**config.mk**
```make
export PLATFORM = sky130hd
export DESIGN_NAME = callee_port_arbiter
export DESIGN_NICKNAME = d
export VERILOG_FILES = /design/src/rtl/callee_port_arbiter_pkg.sv /design/src/rtl/callee_port_arbiter_rsp_fifo.sv /design/src/rtl/callee_port_arbiter.sv
export SDC_FILE = /design/constraint.sdc
export NUM_CORES = 1
export LEC_CHECK = 0
export CAP_MARGIN = 20
export CORE_AREA = 2 2 155 157
export DETAILED_ROUTE_END_ITERATION = 8
export DIE_AREA = 0 0 157 159
export PLACE_DENSITY = 0.8
export REMOVE_ABC_BUFFERS = 1
export SYNTH_ARGS = -nofsm -noshare
export SYNTH_HDL_FRONTEND = slang
export SYNTH_SLANG_ARGS = --single-unit
export TNS_END_PERCENT = 50
```
**constraint.sdc**
```tcl
create_clock -name clk -period 4.1 [get_ports clk]
set_input_delay 0.82 -clock clk [delete_from_list [all_inputs] [get_ports clk]]
set_output_delay 0.82 -clock clk [all_outputs]
set_load 0.005 [all_outputs]
```
**src/rtl/callee_port_arbiter_pkg.sv**
```systemverilog
// Shared types and the round-robin pick for the callee port arbiter.
// Response entries are laid out with the package widths below.
package callee_port_arbiter_pkg;

   localparam int P_NUM_REQ   = 4;
   localparam int P_WIDTH     = 32;
   localparam int P_LATENCY   = 3;
   localparam int P_RSP_DEPTH = 4;
   localparam int P_ID_W      = (P_NUM_REQ <= 2) ? 1 : $clog2(P_NUM_REQ);

   typedef struct packed {
      logic [P_ID_W-1:0]  id;
      logic [P_WIDTH-1:0] result;
   } rsp_entry_t;

   // Scan from last+NUM_REQ down to last+1 so the nearest requester after last wins.
   function automatic logic [P_ID_W-1:0] onehot_rr_pick(input logic [P_NUM_REQ-1:0] req,
                                                        input logic [P_ID_W-1:0]    last);
      logic [P_ID_W-1:0] pick;
      logic [P_ID_W-1:0] idx;
      pick = last;
      for (int k = P_NUM_REQ; k >= 1; k--) begin
         idx = P_ID_W'((int'(last) + k) % P_NUM_REQ);
         if (req[idx]) pick = idx;
      end
      return pick;
   endfunction

endpackage

```
**src/rtl/callee_port_arbiter_rsp_fifo.sv**
```systemverilog
// Show-ahead synchronous FIFO holding tagged callee results until the owner accepts them.
module callee_port_rsp_fifo #(
   parameter int  DEPTH = 4,
   parameter type T     = logic
) (
   input  logic clk,
   input  logic rst,
   input  logic i_push,
   input  T     i_data,
   input  logic i_pop,
   output T     o_head,
   output logic o_empty,
   output logic o_full
);
   localparam int AW = (DEPTH > 1) ? $clog2(DEPTH) : 1;
   localparam int CW = $clog2(DEPTH + 1);

   T              r_mem [DEPTH];
   logic [AW-1:0] r_wr_ptr;
   logic [AW-1:0] r_rd_ptr;
   logic [CW-1:0] r_count;

   always_ff @(posedge clk) begin
      if (i_push) r_mem[r_wr_ptr] <= i_data;
   end

   always_ff @(posedge clk or posedge rst) begin
      if (rst) begin
         r_wr_ptr <= '0;
         r_rd_ptr <= '0;
         r_count  <= '0;
      end else begin
         if (i_push) r_wr_ptr <= (r_wr_ptr == AW'(DEPTH - 1)) ? '0 : r_wr_ptr + AW'(1);
         if (i_pop)  r_rd_ptr <= (r_rd_ptr == AW'(DEPTH - 1)) ? '0 : r_rd_ptr + AW'(1);
         r_count <= r_count + CW'(i_push) - CW'(i_pop);
      end
   end

   assign o_head  = r_mem[r_rd_ptr];
   assign o_empty = (r_count == '0);
   assign o_full  = (r_count == CW'(DEPTH));

endmodule

```
**src/rtl/callee_port_arbiter.sv**
```systemverilog
// Round-robin sharing of one fixed-latency callee; results are tagged and returned
// through a credit-protected response FIFO so nothing is lost without backpressure.
module callee_port_arbiter
   import callee_port_arbiter_pkg::*;
#(
   parameter int NUM_REQ   = P_NUM_REQ,
   parameter int WIDTH     = P_WIDTH,
   parameter int LATENCY   = P_LATENCY,
   parameter int RSP_DEPTH = P_RSP_DEPTH
) (
   input  logic                     clk,
   input  logic                     rst,
   input  logic [NUM_REQ-1:0]       req_empty_in,
   input  logic [NUM_REQ*WIDTH-1:0] req_a_in,
   input  logic [NUM_REQ*WIDTH-1:0] req_b_in,
   output logic [NUM_REQ-1:0]       req_rden_out,
   output logic                     callee_valid_out,
   output logic [WIDTH-1:0]         callee_a_out,
   output logic [WIDTH-1:0]         callee_b_out,
   input  logic [WIDTH-1:0]         callee_result_in,
   output logic [NUM_REQ-1:0]       rsp_valid_out,
   output logic [WIDTH-1:0]         rsp_result_out,
   input  logic [NUM_REQ-1:0]       rsp_rdy_in
);
   localparam int ID_W = P_ID_W;
   localparam int CW   = $clog2(RSP_DEPTH + 1);

   logic [ID_W-1:0] r_last_grant;
   logic [CW-1:0]   r_credit_cnt;
   logic            r_tag_v  [LATENCY];
   logic [ID_W-1:0] r_tag_id [LATENCY];

   logic            w_issue;
   logic            w_push;
   logic            w_pop;
   logic            w_empty;
   logic            w_full;
   logic [ID_W-1:0] w_grant;
   rsp_entry_t      w_push_entry;
   rsp_entry_t      w_head;

   // Credits count in-flight calls plus queued results, so a push always finds room.
   assign w_grant = onehot_rr_pick(~req_empty_in, r_last_grant);
   assign w_issue = !rst && (|(~req_empty_in)) && (r_credit_cnt < CW'(RSP_DEPTH));

   always_comb begin
      req_rden_out     = '0;
      callee_valid_out = w_issue;
      callee_a_out     = '0;
      callee_b_out     = '0;
      for (int i = 0; i < NUM_REQ; i++) begin
         if (w_issue && (w_grant == ID_W'(i))) begin
            req_rden_out[i] = 1'b1;
            callee_a_out    = req_a_in[i*WIDTH +: WIDTH];
            callee_b_out    = req_b_in[i*WIDTH +: WIDTH];
         end
      end
   end

   always_ff @(posedge clk or posedge rst) begin
      if (rst) begin
         r_last_grant <= ID_W'(NUM_REQ - 1);
         r_credit_cnt <= '0;
         for (int i = 0; i < LATENCY; i++) begin
            r_tag_v[i]  <= 1'b0;
            r_tag_id[i] <= '0;
         end
      end else begin
         if (w_issue) r_last_grant <= w_grant;
         r_credit_cnt <= r_credit_cnt + CW'(w_issue) - CW'(w_pop);
         r_tag_v[0]   <= w_issue;
         r_tag_id[0]  <= w_grant;
         for (int i = 1; i < LATENCY; i++) begin
            r_tag_v[i]  <= r_tag_v[i-1];
            r_tag_id[i] <= r_tag_id[i-1];
         end
      end
   end

   assign w_push       = r_tag_v[LATENCY-1];
   assign w_push_entry = '{id: r_tag_id[LATENCY-1], result: callee_result_in};

   callee_port_rsp_fifo #(
      .DEPTH (RSP_DEPTH),
      .T     (rsp_entry_t)
   ) u_rsp_fifo (
      .clk     (clk),
      .rst     (rst),
      .i_push  (w_push),
      .i_data  (w_push_entry),
      .i_pop   (w_pop),
      .o_head  (w_head),
      .o_empty (w_empty),
      .o_full  (w_full)
   );

   // Head-of-line delivery: only the owner of the head entry can release it.
   assign w_pop          = !w_empty && rsp_rdy_in[w_head.id];
   assign rsp_valid_out  = w_empty ? '0 : (NUM_REQ'(1) << w_head.id);
   assign rsp_result_out = w_empty ? '0 : w_head.result;

   a_no_push_when_full : assert property (@(posedge clk) disable iff (rst) w_push |-> !w_full);

endmodule

```
After elaboration in Yosys (flattened, before gate mapping)
Memories as Yosys holds them, arrays and structs flattened.
Cells that the tools add are included.
{"block": "totals", "in_bits": 298, "romBits": 0, "latchBits": 0, "regBits": 21, "wordCells": 79, "mem_count": 1, "mem_bits_rw": 136}
{"block": "classes", "addsub": 10, "shifts": 1, "n_div": 0, "reduce_logical": 12, "eq_ne": 5, "multipliers": 0, "magnitude_cmp": 6, "bitwise": 1, "n_mux": 32}
{"memory": "u_rsp_fifo.r_mem", "depth": 4, "word_bits": 34, "rd": 1, "rd_clocked_by_memory_dff": 0, "write_ports": 1, "line": "callee_port_arbiter_rsp_fifo.sv:18", "source": "T r_mem [DEPTH];"}
{"op": "$mux 32", "n": 9}
{"op": "$lt 2x3->1 const B", "n": 5}
{"op": "$mux 2", "n": 6}
{"op": "$mux 1", "n": 11}
{"op": "$bmux 1 s2", "n": 5}
{"op": "$add 2x1->2 const B", "n": 4}
{"op": "$eq 2x2->1 const B", "n": 4}
{"op": "$logic_and 1x1->1", "n": 7}
{"op": "$add 3x1->3", "n": 2}
{"op": "$sub 3x1->3", "n": 2}
{"op": "$add 2x2->2 const B", "n": 2}
{"op": "$mux 4", "n": 1}
{"op": "$not 4->4", "n": 1}
{"op": "$reduce_or 4->1", "n": 1}
{"op": "$shl 1x2->4 const A", "n": 1}
{"op": "$logic_not 3->1", "n": 1}
{"op": "$lt 3x3->1 const B", "n": 1}
{"op": "$eq 2x1->1 const B", "n": 1}
{"op": "$logic_not 1->1", "n": 2}
{"op": "$logic_not 2->1", "n": 1}

Depth between registers and ports, before layout
{"block": "logic_depth", "depth_word": 13, "mapped_depth": 12, "mapped_depth_nobuf": 11}

By module
From an unflattened synthesis, not the netlist that was laid out.
{"block": "unflattened", "cells_unflattened": 526, "hier_area_um2": 8095.3}
{"module": "callee_port_rsp_fifo", "area_each_um2": 5372.7, "cells_per_inst": 215, "instances": 1, "seq_area_each_um2": 4259.1}
{"module": "callee_port_arbiter", "area_each_um2": 2722.6, "cells_per_inst": 311, "instances": 1, "seq_area_each_um2": 352.8}

Worst setup path after synthesis
OpenSTA, ideal clock, no wires.
{"block": "synth_timing", "path_kind": "input port to output port", "from": "input port req_empty_in[0]", "to": "output port callee_a_out[12]", "required_time_ns": 3.280, "path_stages": 7, "arrival_ns": 2.366, "setup_slack_ns": 0.914, "path_buffers": 2, "cell_sequence": "and2_1 > a311o_1 > a31oi_1 > and2_1 > buf_2 > buf_1 > a221o_1"}
{"block": "synth_via", "elab_chain_len": 13}
{"element": "start, declared", "line": "callee_port_arbiter.sv:13", "source": "input logic [NUM_REQ-1:0] req_empty_in,"}
{"element": "$not 4->4 (*)", "line": "callee_port_arbiter.sv:43, callee_port_arbiter.sv:44"}
{"element": "$bmux 1 s2", "line": "callee_port_arbiter_pkg.sv:24", "source": "if (req[idx]) pick = idx;"}
{"element": "$mux 1 (implied by the code)", "line": "callee_port_arbiter_pkg.sv:24"}
{"element": "$mux 2 (4 in series)", "line": "callee_port_arbiter_pkg.sv:24"}
{"element": "$logic_not 2->1", "line": "callee_port_arbiter.sv:52", "source": "if (w_issue && (w_grant == ID_W'(i))) begin"}
{"element": "$logic_and 1x1->1", "line": "callee_port_arbiter.sv:52"}
{"element": "$mux 32 (3 in series)", "line": "callee_port_arbiter.sv:52"}
{"element": "$mux 32 (*)", "line": "callee_port_arbiter.sv:52"}
{"element": "end, declared", "line": "callee_port_arbiter.sv:18", "source": "output logic [WIDTH-1:0] callee_a_out,"}
Every way passes the cells marked *; elsewhere a longest branch is shown, timed or not. The select of a mux whose other input is x is not followed.

Worst setup path after layout
{"block": "layout_timing", "from": "input port req_empty_in[0]", "to": "output port callee_a_out[15]"}
Same word-level chain as after synthesis.

==> impl_metrics.tcl <==
set metrics [dict create \
    grt_pass1_vias 7100 \
    place_hpwl_um 24300 \
    hp-class "register to register" \
    synth_commonest_cells "136 x edfxtp_1, 64 x a221o_1, 64 x and3_1" \
    path_class "input pin to primary output" \
    postPlaceCellArea_um2 12800 \
    yosys_warnings 0 \
    drt_first_pass_iters 5 \
    hold_buffers 0 \
    multiInputGateArea_um2 3360 \
    ys_ff_latch 157 \
    crit_path_top_delay_cell "clkdlybuf4s50_1" \
    power_per_cell_area_nw_per_um2 577 \
    tritoncts "done" \
    required_ns 3.28 \
    synth_top_family_by_area "multiplexers" \
    cpPeakStageDelay_ns 0.51 \
    status "complete, no violations" \
    synth_top_cell_area_share_pct 49.8 \
    dp_cells 1241 \
    hold_viol 0 \
    num-fill-cells 1806 \
    instances_no_fill 1307 \
    cap_violations 0 \
    ir_drop_mv 0.323 \
    grt_max_degree 67 \
    finalSetupTns_ns 0 \
    viasPerCell 5.21 \
    gr-total-overflow 0 \
    synth.top_cells.by_area "edfxtp_1 50%, mux4_2 9.1%, a221o_1 7.8%" \
    area_delta_synth_final_pct 66.7 \
    die-area_um2 25000 \
    skew_ns 0.00905 \
    wl_um 32800 \
    async_flop_share_pct 13.4 \
    synth_ff_type "edfxtp_1" \
    synth_compound_area_share_pct 8.41 \
    grt_pass1_wl_um 46200 \
    synth_edf_count 136 \
    synth.distinct_cells 34 \
    vias 6809 \
    cts_buffer_depth 2 \
    cts.sinks 157 \
    clock_latency_ns 0.40 \
    critPathMaxFanout 17 \
    period_needed_ns 4.03 \
    synth.yosys.seq_area_share_pct 56.3 \
    postLayoutCellArea_um2 13700 \
    p_leak_nw 5.36 \
    die_w_um 157 \
    grt.total_usage_pct 25.8 \
    ant_nets 0 \
    maxSlewHeadroom_pct 36.8 \
    synthMuxAreaShare_pct 20.3 \
    io_pins 403 \
    seqCellArea_um2 4610 \
    startpoint_type "input pin" \
    numCtsBuffers 17 \
    path_clk_slew_ns 0.06 \
    fp.dieH_um 159 \
    route.detailed.drc 0 \
    synth_most_common_cell "edfxtp_1" \
    num_rows 56 \
    crit_arrival_ns 3.21 \
    maxSlewViolCount 0 \
    grt_antenna_before_repair 16 \
    crit_buf_inv 4 \
    cp_top_family "buffers and inverters" \
    worstPathCellList "clkdlybuf4s50_1, and2_1, buf_4, a311o_1, a31oi_4, and2_4, buf_16, a221o_1, clkdlybuf4s50_1" \
    start_util_pct 35.3 \
    drt-initial-drc-count 418 \
    ctsHtreeMaxLevel 4 \
    syn_area_um2 8200 \
    core-area_um2 23200 \
    setup_viol 0 \
    synthAdderAreaFrac_pct 1.86 \
    layout.nets 1274 \
    synth_area_leader_cell "edfxtp_1" \
    syn_avg_cell_area_um2 15.2 \
    place_congestion 0.928 \
    wire_per_inst_um 25.1 \
    drive_gt1_share_pct 20.3 \
    synthSimpleGateAreaFrac_pct 9.48 \
    worst_pin_slew_ns 0.948 \
    port_buffers 402 \
    cp_common_cell "clkdlybuf4s50_1" \
    clock-root-buffer "clkbuf_16" \
    r2r_slack_ns 0.70 \
    syn_inst 538 \
    synthXorXnorAreaFrac_pct 0.427 \
    max_freq_mhz 248 \
    period_share_pct 98.3 \
    endpoint_kind "primary output" \
]
[routing by layer]
layer  vias to the layer above  GRT usage [%]  wire [um]  share of wire, %
met5                         -              0         31             0.095
met1                      3389           31.5      12600                39
met3                        46           8.33       2990               9.1
met4                         6           8.84        737               2.3
met2                       334           43.0      16400                50
li1                       3034              -          -                 -
[worst reg2reg max path: stages, from the launching register on]
cell	delay, ns
dfrtp_2	0.71
mux4_2	0.58
or2_2	0.34
o22ai_1	0.40
ha_1	0.32
inv_1	0.05
ha_1	0.13
inv_1	0.05
fa_1	0.40
xnor2_1	0.18
xnor2_1	0.15
[power breakdown]
part	switching (mW)	internal (mW)
combinational	1.68	2.46
clock	0.603	0.896
sequential	0.179	2.05
[layout make-up]
class	count	share of cell area (%)
timing repair buffer	453	33.9
sequential	157	33.8
multi-input combinational	321	24.6
clock buffer	18	3.14
tap	319	2.92
clock inverter	14	1.04
inverter	14	0.440
antenna	10	0.183
timing repair inverter	1	0.0458
[final timing paths]
| kind | start | endpoint | cells after the start |
|---|---|---|---|
| hold / removal | r_tag_v[1] | w_push | 0 |
| hold reg to reg | r_tag_v[1] | w_push | 0 |
| setup reg to reg | u_rsp_fifo.r_rd_ptr[0] | u_rsp_fifo.r_count[2] | 10 |
| setup / recovery | req_empty_in[0] | callee_a_out[15] | 9 |
| max in group asynchronous | rst | u_rsp_fifo.r_rd_ptr[0] | 2 |
| min in group asynchronous | rst | r_credit_cnt[2] | 2 |
[per-stage QoR]
stage / setup WS [ns] / util [%] / total power [mW] / hold slack, ns
final: 0.0697 / 58.9 / 7.88 / 0.347
after global routing: -0.00229 / 58.9 / 8.29 / 0.352
after CTS: -0.0118 / 58.3 / 7.81 / 0.349
after detailed placement: -0.221 / 55.0 / 6.20 / 0.335
after global placement: -0.184 / 55.0 / 6.13 / 0.332
after floorplan: -1.45 / - / 4.15 / 0.331
[cells in the final DEF (no fill, tap or decap), types with 7 or more instances in the layout]
master,count
clkbuf_16,18
ha_1,9
diode_2,10
clkdlybuf4s15_1,7
and3_1,63
dfrtp_1,18
mux2_2,41
nor2b_1,37
inv_1,13
mux4_2,33
edfxtp_1,136
buf_12,12
mux2_4,27
dlygate4sd2_1,37
clkdlybuf4s50_1,356
nor2_1,7
a221o_1,64
buf_4,32
[cells by family after synthesis]
logic type               count (synthesis)
AO/OA/AOI/OAI                           71
AND/OR/NAND/NOR                        129
XOR/XNOR                                 4
adder cells (fa/ha/maj)                 11
buffers and inverters                   60
multiplexers                           106
flip-flops                             157
[timing repair]
action                                  in CTS  in global routing
resized for setup                           65                  7
cloned                                       4                  2
endpoints found under the setup margin      64                 34
buffers inserted                             9                  9
pin swaps                                    9                  2
[flip-flops by register name, indices dropped and copies added, names as in the netlist]
| name | flops |
|---|---|
| r_credit_cnt | 3 |
| r_last_grant | 2 |
| r_tag_id | 6 |
| r_tag_v | 2 |
| u_rsp_fifo.r_count | 3 |
| u_rsp_fifo.r_mem | 136 |
| u_rsp_fifo.r_rd_ptr | 2 |
| u_rsp_fifo.r_wr_ptr | 2 |
| w_push | 1 |
Power figures use the tool's default switching activity.
